### src/rtl/datapath_pkg.sv
// Shared datapath definitions: the forwarding-select encoding and default widths
// used by the forwarding/hazard unit, its interface and its per-operand selector.
package datapath_pkg;

  localparam int REG_W = 5;
  localparam int CNT_W = 16;

  // Encoding of the ALU-operand 3:1 mux select; 2'b11 is never produced.
  typedef enum logic [1:0] {
    FWD_REG   = 2'b00,
    FWD_EXMEM = 2'b01,
    FWD_MEMWB = 2'b10
  } fwd_sel_e;

endpackage

### src/rtl/fwd_hazard_unit_if.sv
// Bus between the pipeline control (master) and fwd_hazard_unit (slave).
// StallCount exists only when STALL_COUNT_EN is defined.
interface fwd_hazard_unit_if #(
  parameter int REG_W = datapath_pkg::REG_W,
  parameter int CNT_W = datapath_pkg::CNT_W
);

  logic             ID_Valid;
  logic [REG_W-1:0] ID_Rs;
  logic [REG_W-1:0] ID_Rt;
  logic [REG_W-1:0] EX_Rd;
  logic             EX_RegWrite;
  logic             EX_MemRead;
  logic [REG_W-1:0] MEM_Rd;
  logic             MEM_RegWrite;
  logic             Flush;
  logic             Stall;
  logic [1:0]       ForwardA;
  logic [1:0]       ForwardB;
  logic             EX_Valid;
`ifdef STALL_COUNT_EN
  logic [CNT_W-1:0] StallCount;
`endif

  modport master (
    output ID_Valid, ID_Rs, ID_Rt, EX_Rd, EX_RegWrite, EX_MemRead,
    output MEM_Rd, MEM_RegWrite, Flush,
    input  Stall, ForwardA, ForwardB, EX_Valid
`ifdef STALL_COUNT_EN
    , input StallCount
`endif
  );

  modport slave (
    input  ID_Valid, ID_Rs, ID_Rt, EX_Rd, EX_RegWrite, EX_MemRead,
    input  MEM_Rd, MEM_RegWrite, Flush,
    output Stall, ForwardA, ForwardB, EX_Valid
`ifdef STALL_COUNT_EN
    , output StallCount
`endif
  );

endinterface

### src/rtl/fwd_hazard_unit_fwd_sel.sv
// Combinational forwarding select for one ALU operand: compares a source index
// against the EX and MEM destinations, EX (newer producer) taking priority.
module fwd_sel
  import datapath_pkg::*;
#(
  parameter int REG_W = datapath_pkg::REG_W
) (
  input  logic [REG_W-1:0] i_src,
  input  logic [REG_W-1:0] i_ex_rd,
  input  logic             i_ex_regwrite,
  input  logic [REG_W-1:0] i_mem_rd,
  input  logic             i_mem_regwrite,
  output fwd_sel_e         o_sel,
  output logic             o_hit_ex
);

  logic w_src_nz;
  logic w_hit_mem;

  // Register 0 is hard-wired to zero, so a write to it is never a real producer.
  assign w_src_nz  = |i_src;
  assign o_hit_ex  = i_ex_regwrite  && (i_ex_rd  == i_src) && w_src_nz;
  assign w_hit_mem = i_mem_regwrite && (i_mem_rd == i_src) && w_src_nz;

  // NOTE: assigning a default before any branch keeps always_comb latch-free.
  always_comb begin
    o_sel = FWD_REG;
    if (o_hit_ex) begin
      o_sel = FWD_EXMEM;
    end else if (w_hit_mem) begin
      o_sel = FWD_MEMWB;
    end
  end

endmodule

### src/rtl/fwd_hazard_unit.sv
// Registered forwarding selects and load-use stall/bubble control between ID and EX.
// Optional feature: define STALL_COUNT_EN to add a saturating StallCount output.
module fwd_hazard_unit
  import datapath_pkg::*;
#(
  parameter int REG_W = datapath_pkg::REG_W
) (
  input logic               Clk,
  input logic               Reset_n,
  fwd_hazard_unit_if.slave  bus
);

  fwd_sel_e w_sel_a;
  fwd_sel_e w_sel_b;
  logic     w_hit_ex_a;
  logic     w_hit_ex_b;
  logic     w_hazard;
  logic     w_stall;
  logic     w_bubble;

  fwd_sel_e r_fwd_a;
  fwd_sel_e r_fwd_b;
  logic     r_ex_valid;

  fwd_sel #(.REG_W(REG_W)) u_sel_a (
    .i_src          (bus.ID_Rs),
    .i_ex_rd        (bus.EX_Rd),
    .i_ex_regwrite  (bus.EX_RegWrite),
    .i_mem_rd       (bus.MEM_Rd),
    .i_mem_regwrite (bus.MEM_RegWrite),
    .o_sel          (w_sel_a),
    .o_hit_ex       (w_hit_ex_a)
  );

  fwd_sel #(.REG_W(REG_W)) u_sel_b (
    .i_src          (bus.ID_Rt),
    .i_ex_rd        (bus.EX_Rd),
    .i_ex_regwrite  (bus.EX_RegWrite),
    .i_mem_rd       (bus.MEM_Rd),
    .i_mem_regwrite (bus.MEM_RegWrite),
    .o_sel          (w_sel_b),
    .o_hit_ex       (w_hit_ex_b)
  );

  // A load in EX cannot forward yet; the consumer waits one cycle and then
  // picks the loaded value up from MEM/WB.
  assign w_hazard = bus.ID_Valid && bus.EX_MemRead && (w_hit_ex_a || w_hit_ex_b);
  assign w_stall  = w_hazard && !bus.Flush;
  assign w_bubble = bus.Flush || w_stall;

  // NOTE: sequential state uses non-blocking assignments so every register
  // samples the pre-edge values, independent of statement order.
  always_ff @(posedge Clk or negedge Reset_n) begin
    if (!Reset_n) begin
      r_ex_valid <= 1'b0;
      r_fwd_a    <= FWD_REG;
      r_fwd_b    <= FWD_REG;
    end else if (w_bubble) begin
      r_ex_valid <= 1'b0;
      r_fwd_a    <= FWD_REG;
      r_fwd_b    <= FWD_REG;
    end else begin
      r_ex_valid <= bus.ID_Valid;
      r_fwd_a    <= bus.ID_Valid ? w_sel_a : FWD_REG;
      r_fwd_b    <= bus.ID_Valid ? w_sel_b : FWD_REG;
    end
  end

  assign bus.Stall    = w_stall;
  assign bus.ForwardA = r_fwd_a;
  assign bus.ForwardB = r_fwd_b;
  assign bus.EX_Valid = r_ex_valid;

`ifdef STALL_COUNT_EN
  logic [$bits(bus.StallCount)-1:0] r_stall_cnt;

  // Saturates rather than wrapping so a long run never reads as few stalls.
  always_ff @(posedge Clk or negedge Reset_n) begin
    if (!Reset_n) begin
      r_stall_cnt <= '0;
    end else if (w_stall && (r_stall_cnt != '1)) begin
      r_stall_cnt <= r_stall_cnt + 1'b1;
    end
  end

  assign bus.StallCount = r_stall_cnt;
`else
  // Without the counter the stall and forwarding behaviour is unchanged.
`endif

endmodule
### src/flat_wrapper.sv
// flat-port wrapper written by rule: the top's interface ports become plain ports
module fwd_hazard_unit_flat import datapath_pkg::*;
#(
  parameter int REG_W = datapath_pkg::REG_W
)
  (Clk, Reset_n, bus_ID_Valid, bus_ID_Rs, bus_ID_Rt, bus_EX_Rd, bus_EX_RegWrite, bus_EX_MemRead, bus_MEM_Rd, bus_MEM_RegWrite, bus_Flush, bus_Stall, bus_ForwardA, bus_ForwardB, bus_EX_Valid);
  fwd_hazard_unit_if #(.REG_W(REG_W)) bus_i ();
  input logic Clk;
  input logic Reset_n;
  input wire logic [$bits(bus_i.ID_Valid)-1:0] bus_ID_Valid;
  input wire logic [$bits(bus_i.ID_Rs)-1:0] bus_ID_Rs;
  input wire logic [$bits(bus_i.ID_Rt)-1:0] bus_ID_Rt;
  input wire logic [$bits(bus_i.EX_Rd)-1:0] bus_EX_Rd;
  input wire logic [$bits(bus_i.EX_RegWrite)-1:0] bus_EX_RegWrite;
  input wire logic [$bits(bus_i.EX_MemRead)-1:0] bus_EX_MemRead;
  input wire logic [$bits(bus_i.MEM_Rd)-1:0] bus_MEM_Rd;
  input wire logic [$bits(bus_i.MEM_RegWrite)-1:0] bus_MEM_RegWrite;
  input wire logic [$bits(bus_i.Flush)-1:0] bus_Flush;
  output wire logic [$bits(bus_i.Stall)-1:0] bus_Stall;
  output wire logic [$bits(bus_i.ForwardA)-1:0] bus_ForwardA;
  output wire logic [$bits(bus_i.ForwardB)-1:0] bus_ForwardB;
  output wire logic [$bits(bus_i.EX_Valid)-1:0] bus_EX_Valid;
  assign bus_i.ID_Valid = bus_ID_Valid;
  assign bus_i.ID_Rs = bus_ID_Rs;
  assign bus_i.ID_Rt = bus_ID_Rt;
  assign bus_i.EX_Rd = bus_EX_Rd;
  assign bus_i.EX_RegWrite = bus_EX_RegWrite;
  assign bus_i.EX_MemRead = bus_EX_MemRead;
  assign bus_i.MEM_Rd = bus_MEM_Rd;
  assign bus_i.MEM_RegWrite = bus_MEM_RegWrite;
  assign bus_i.Flush = bus_Flush;
  assign bus_Stall = bus_i.Stall;
  assign bus_ForwardA = bus_i.ForwardA;
  assign bus_ForwardB = bus_i.ForwardB;
  assign bus_EX_Valid = bus_i.EX_Valid;
  fwd_hazard_unit #(.REG_W(REG_W)) u_core (.Clk(Clk), .Reset_n(Reset_n), .bus(bus_i));
endmodule
### config.mk
export PLATFORM = sky130hd
export DESIGN_NAME = fwd_hazard_unit_flat
export DESIGN_NICKNAME = d
export VERILOG_FILES = /design/src/rtl/datapath_pkg.sv /design/src/rtl/fwd_hazard_unit_if.sv /design/src/rtl/fwd_hazard_unit_fwd_sel.sv /design/src/rtl/fwd_hazard_unit.sv /design/src/flat_wrapper.sv
export SDC_FILE = /design/constraint.sdc
export NUM_CORES = 1
export LEC_CHECK = 0
export CAP_MARGIN = 30
export CORE_MARGIN = 3
export CORE_UTILIZATION = 25
export CTS_BUF_LIST = sky130_fd_sc_hd__clkbuf_2
export DETAILED_ROUTE_END_ITERATION = 6
export PLACE_DENSITY_LB_ADDON = 0.12
export SYNTH_ARGS = -nofsm -noshare
export SYNTH_HDL_FRONTEND = slang
export SYNTH_SLANG_ARGS = --single-unit
### constraint.sdc
create_clock -name Clk -period 1.95 [get_ports Clk]
set_clock_uncertainty 0.05 [all_clocks]
set_input_delay 0.2925 -clock Clk [delete_from_list [all_inputs] [get_ports Clk]]
set_output_delay 0.2925 -clock Clk [all_outputs]
set_load 0.005 [all_outputs]
==> results of run 1 <==
==> layer usage <==
layer / vias up / track usage
li1: 293 / -
met1: 251 / 0.140
met2: 19 / 0.233
met3: 2 / 0.0121
met4: 0 / 0.0553
met5: - / 0
==> cells in the mapped netlist <==
library cell / count / share of area
xor2_1: 2 / 0.037
nand2b_1: 1 / 0.013
inv_1: 1 / 0.0078
nor2_1: 5 / 0.039
a311oi_2: 2 / 0.063
nor2_2: 2 / 0.026
nand3_1: 2 / 0.021
nor3_1: 1 / 0.010
nor3b_1: 2 / 0.031
o21a_1: 1 / 0.016
nor4_2: 1 / 0.026
dfrtp_1: 5 / 0.26
nor3_2: 1 / 0.021
nand2_1: 2 / 0.016
nand4_1: 4 / 0.052
or4_1: 2 / 0.031
xnor2_1: 18 / 0.33
==> cells by family after synthesis <==
family	Yosys count	synth area share
buf+inv	1	0.00783
flops	5	0.261
compound gates	3	0.0783
xor+xnor	20	0.366
simple gates	23	0.287
==> area by class of cell <==
type,count,share of cell area
tap,25,0.0314
timing repair buffer,51,0.443
multi-input combinational,46,0.376
inverter,1,0.00377
clock buffer,4,0.0201
sequential,5,0.126
==> cell usage in the layout, fill, tap and decap left out <==
| cell | synthesis | layout |
|---|---|---|
| xnor2_1 | 18 | 18 |
| buf_4 | 0 | 18 |
| clkdlybuf4s50_1 | 0 | 16 |
| dlygate4sd2_1 | 0 | 8 |
| clkbuf_2 | 0 | 6 |
| nor2_1 | 5 | 5 |
| dfrtp_1 | 5 | 5 |
| nand4_1 | 4 | 4 |
| or4_4 | 0 | 2 |
| nor2_4 | 0 | 2 |
| nand2_1 | 2 | 2 |
| nor3b_1 | 2 | 2 |
| xor2_1 | 2 | 2 |
| nand3_1 | 2 | 2 |
| a311oi_2 | 2 | 2 |
| buf_2 | 0 | 2 |
| clkdlybuf4s15_1 | 0 | 2 |
| nand2b_1 | 1 | 1 |
| nor3_4 | 0 | 1 |
| nor4_2 | 1 | 1 |
| nor3_1 | 1 | 1 |
| o21a_1 | 1 | 1 |
| inv_1 | 1 | 1 |
| clkdlybuf4s15_2 | 0 | 1 |
| dlymetal6s2s_1 | 0 | 1 |
| buf_6 | 0 | 1 |
==> worst paths after layout <==
check	to	slack, ns	cells past startpoint
max in group asynchronous	u_core.bus.EX_Valid$_DFF_PN0_	1.43	1
min in group Clk	u_core.bus.ForwardA[1]$_DFF_PN0_	0.48	5
min	u_core.bus.ForwardA[0]$_DFF_PN0_	0.24	1
max	bus_Stall	0.06	7
==> flip-flops by register name, indices dropped and copies added (netlist names) <==
register and count:
u_core.bus.EX_Valid 1, u_core.bus.ForwardA 2, u_core.bus.ForwardB 2
==> stage by stage <==
stage                     setup TNS, ns  cells  cell area [µm²]  utilization  worst slack, ns
final                                 0    132              995        0.564           0.0635
after global routing           -0.00663    132              995        0.564         -0.00663
after CTS                             0    132              971        0.550          0.00224
after detailed placement         -0.814    121              921        0.522           -0.495
after global placement           -0.829    121              921        0.522           -0.509
after floorplan                       0     52              479            -            0.435
==> power by group through the flow <==
stage / Clock [mW] / Combinational [mW] / Sequential, mW
final: 0.0942 / 0.142 / 0.106
after floorplan: 0 / 0.0481 / 0.108
after detailed placement: 0 / 0.146 / 0.107
after global placement: 0 / 0.145 / 0.107
after CTS: 0.0959 / 0.140 / 0.106
after global routing: 0.103 / 0.156 / 0.106
==> repair_timing <==
action	in CTS	in global routing
pin swaps	9	10
gates resized for setup	24	12
setup endpoints to repair	1	2
setup buffers	7	0
hold buffers	0	0
==> qor.txt, run 1 <==
Critical Path End Type - output port
H-tree depth - 1
Initial antenna violation count - 0
# rows - 15
CP bufs+invs - 2
Layout area overhead - 108%
CP max-delay cell - or4_4
DR vias/cell - 4.28
Fin. max-slew vios - 0
Area of the multi-input gates - 374 µm²
Crit Path Category - in2out
Gate Count Post-Synth - 52
Top delay family on crit path - simple AND/OR/NAND/NOR gates
Final nets - 135
Net Sw Power - 96.2 µW
Minimum clock period - 1.89 ns
ANT cells - 0
Status - finished clean
Part of the power in registers - 0.309
Port Buffers - 32
Slew headroom - 0.828
HPWL Detailed - 1250 µm
Clock power share - 0.275
Switching share of power - 0.281
Synth Cell Area - 479 µm²
Drt first pass iters - 2
Die H - 49.8 µm
Routed met1 length - 596 µm
P_int - 246 µW
Avg Inst Size Synth - 9.22 µm²
CTS tree - yes
Seq cells post-synth - 5
Wire length per cell - 11.1 µm
CP Max Fanout - 3
Die width - 49.8 µm
CTS sink cnt - 5
Routed met2 length - 791 µm
Final setup violating endpoints - 0
Initial DRC count - 7
Power Density - 344 nW/µm²
Required time of the critical path - 1.61 ns
Synth Warn # - 0
Clock Tree Root - clkbuf_2
Combinational power share - 0.416
Peak VDD IR - 153 µV
Achievable Freq - 0.530 GHz
Sequential standard cell area - 125 µm²
Seq/Total Area, Yosys - 0.261
Startpoint type of the worst setup path - primary input
Die Area - 2480 µm²
Critical Path Max Stage Delay - 0.50 ns
Worst hold path type - in2async
Max-cap check violation count - 0
First-pass GRT wire length - 2360 µm
Final Hold Viols - 0
DRC Markers - 0
Distinct cells, synth - 17
Worst-Margin Slew - 0.256 ns
Number of global-route vias before repair - 563
Share of cells above drive strength 1 - 0.336
Mapped Nets - 79
Reg clk slew, reported paths - 0.05 ns
DR top layer - met4
Largest net degree at the start of global routing - 6
CP Cell Sequence - dlygate4sd2_1 -> or4_4 -> nor2_4 -> nor3_4 -> nor2_1 -> nor3_1 -> buf_2
Grt ovf - 0
GPL Wtd Cong - 0.746
Vias - 565
CP startpoint - bus_ID_Rt[3]
Crit share post-route - 0.967
Leak pwr - 0.424 nW
Filler cells - 186
Crit path DAT - 1.54 ns
Min Hold Slack - 0.243 ns
Num CTS Buffers - 3
Core Region - 1760 µm²
Final wirelength - 1460 µm
I/O pin total - 33
Max clock buf depth - 2
Initial core utilization - 0.272
Antenna viol nets, final - 0
Total Routing Usage GR - 0.125
Met3 wire len - 64 µm
Final Power - 342 µW
Power figures use the tool's default switching activity.
==> run 2: changes to the inputs <==
- TNS_END_PERCENT: not set -> 50
==> results of run 2 <==
The final DEF is identical to that of run 1; final timing and power are the same.
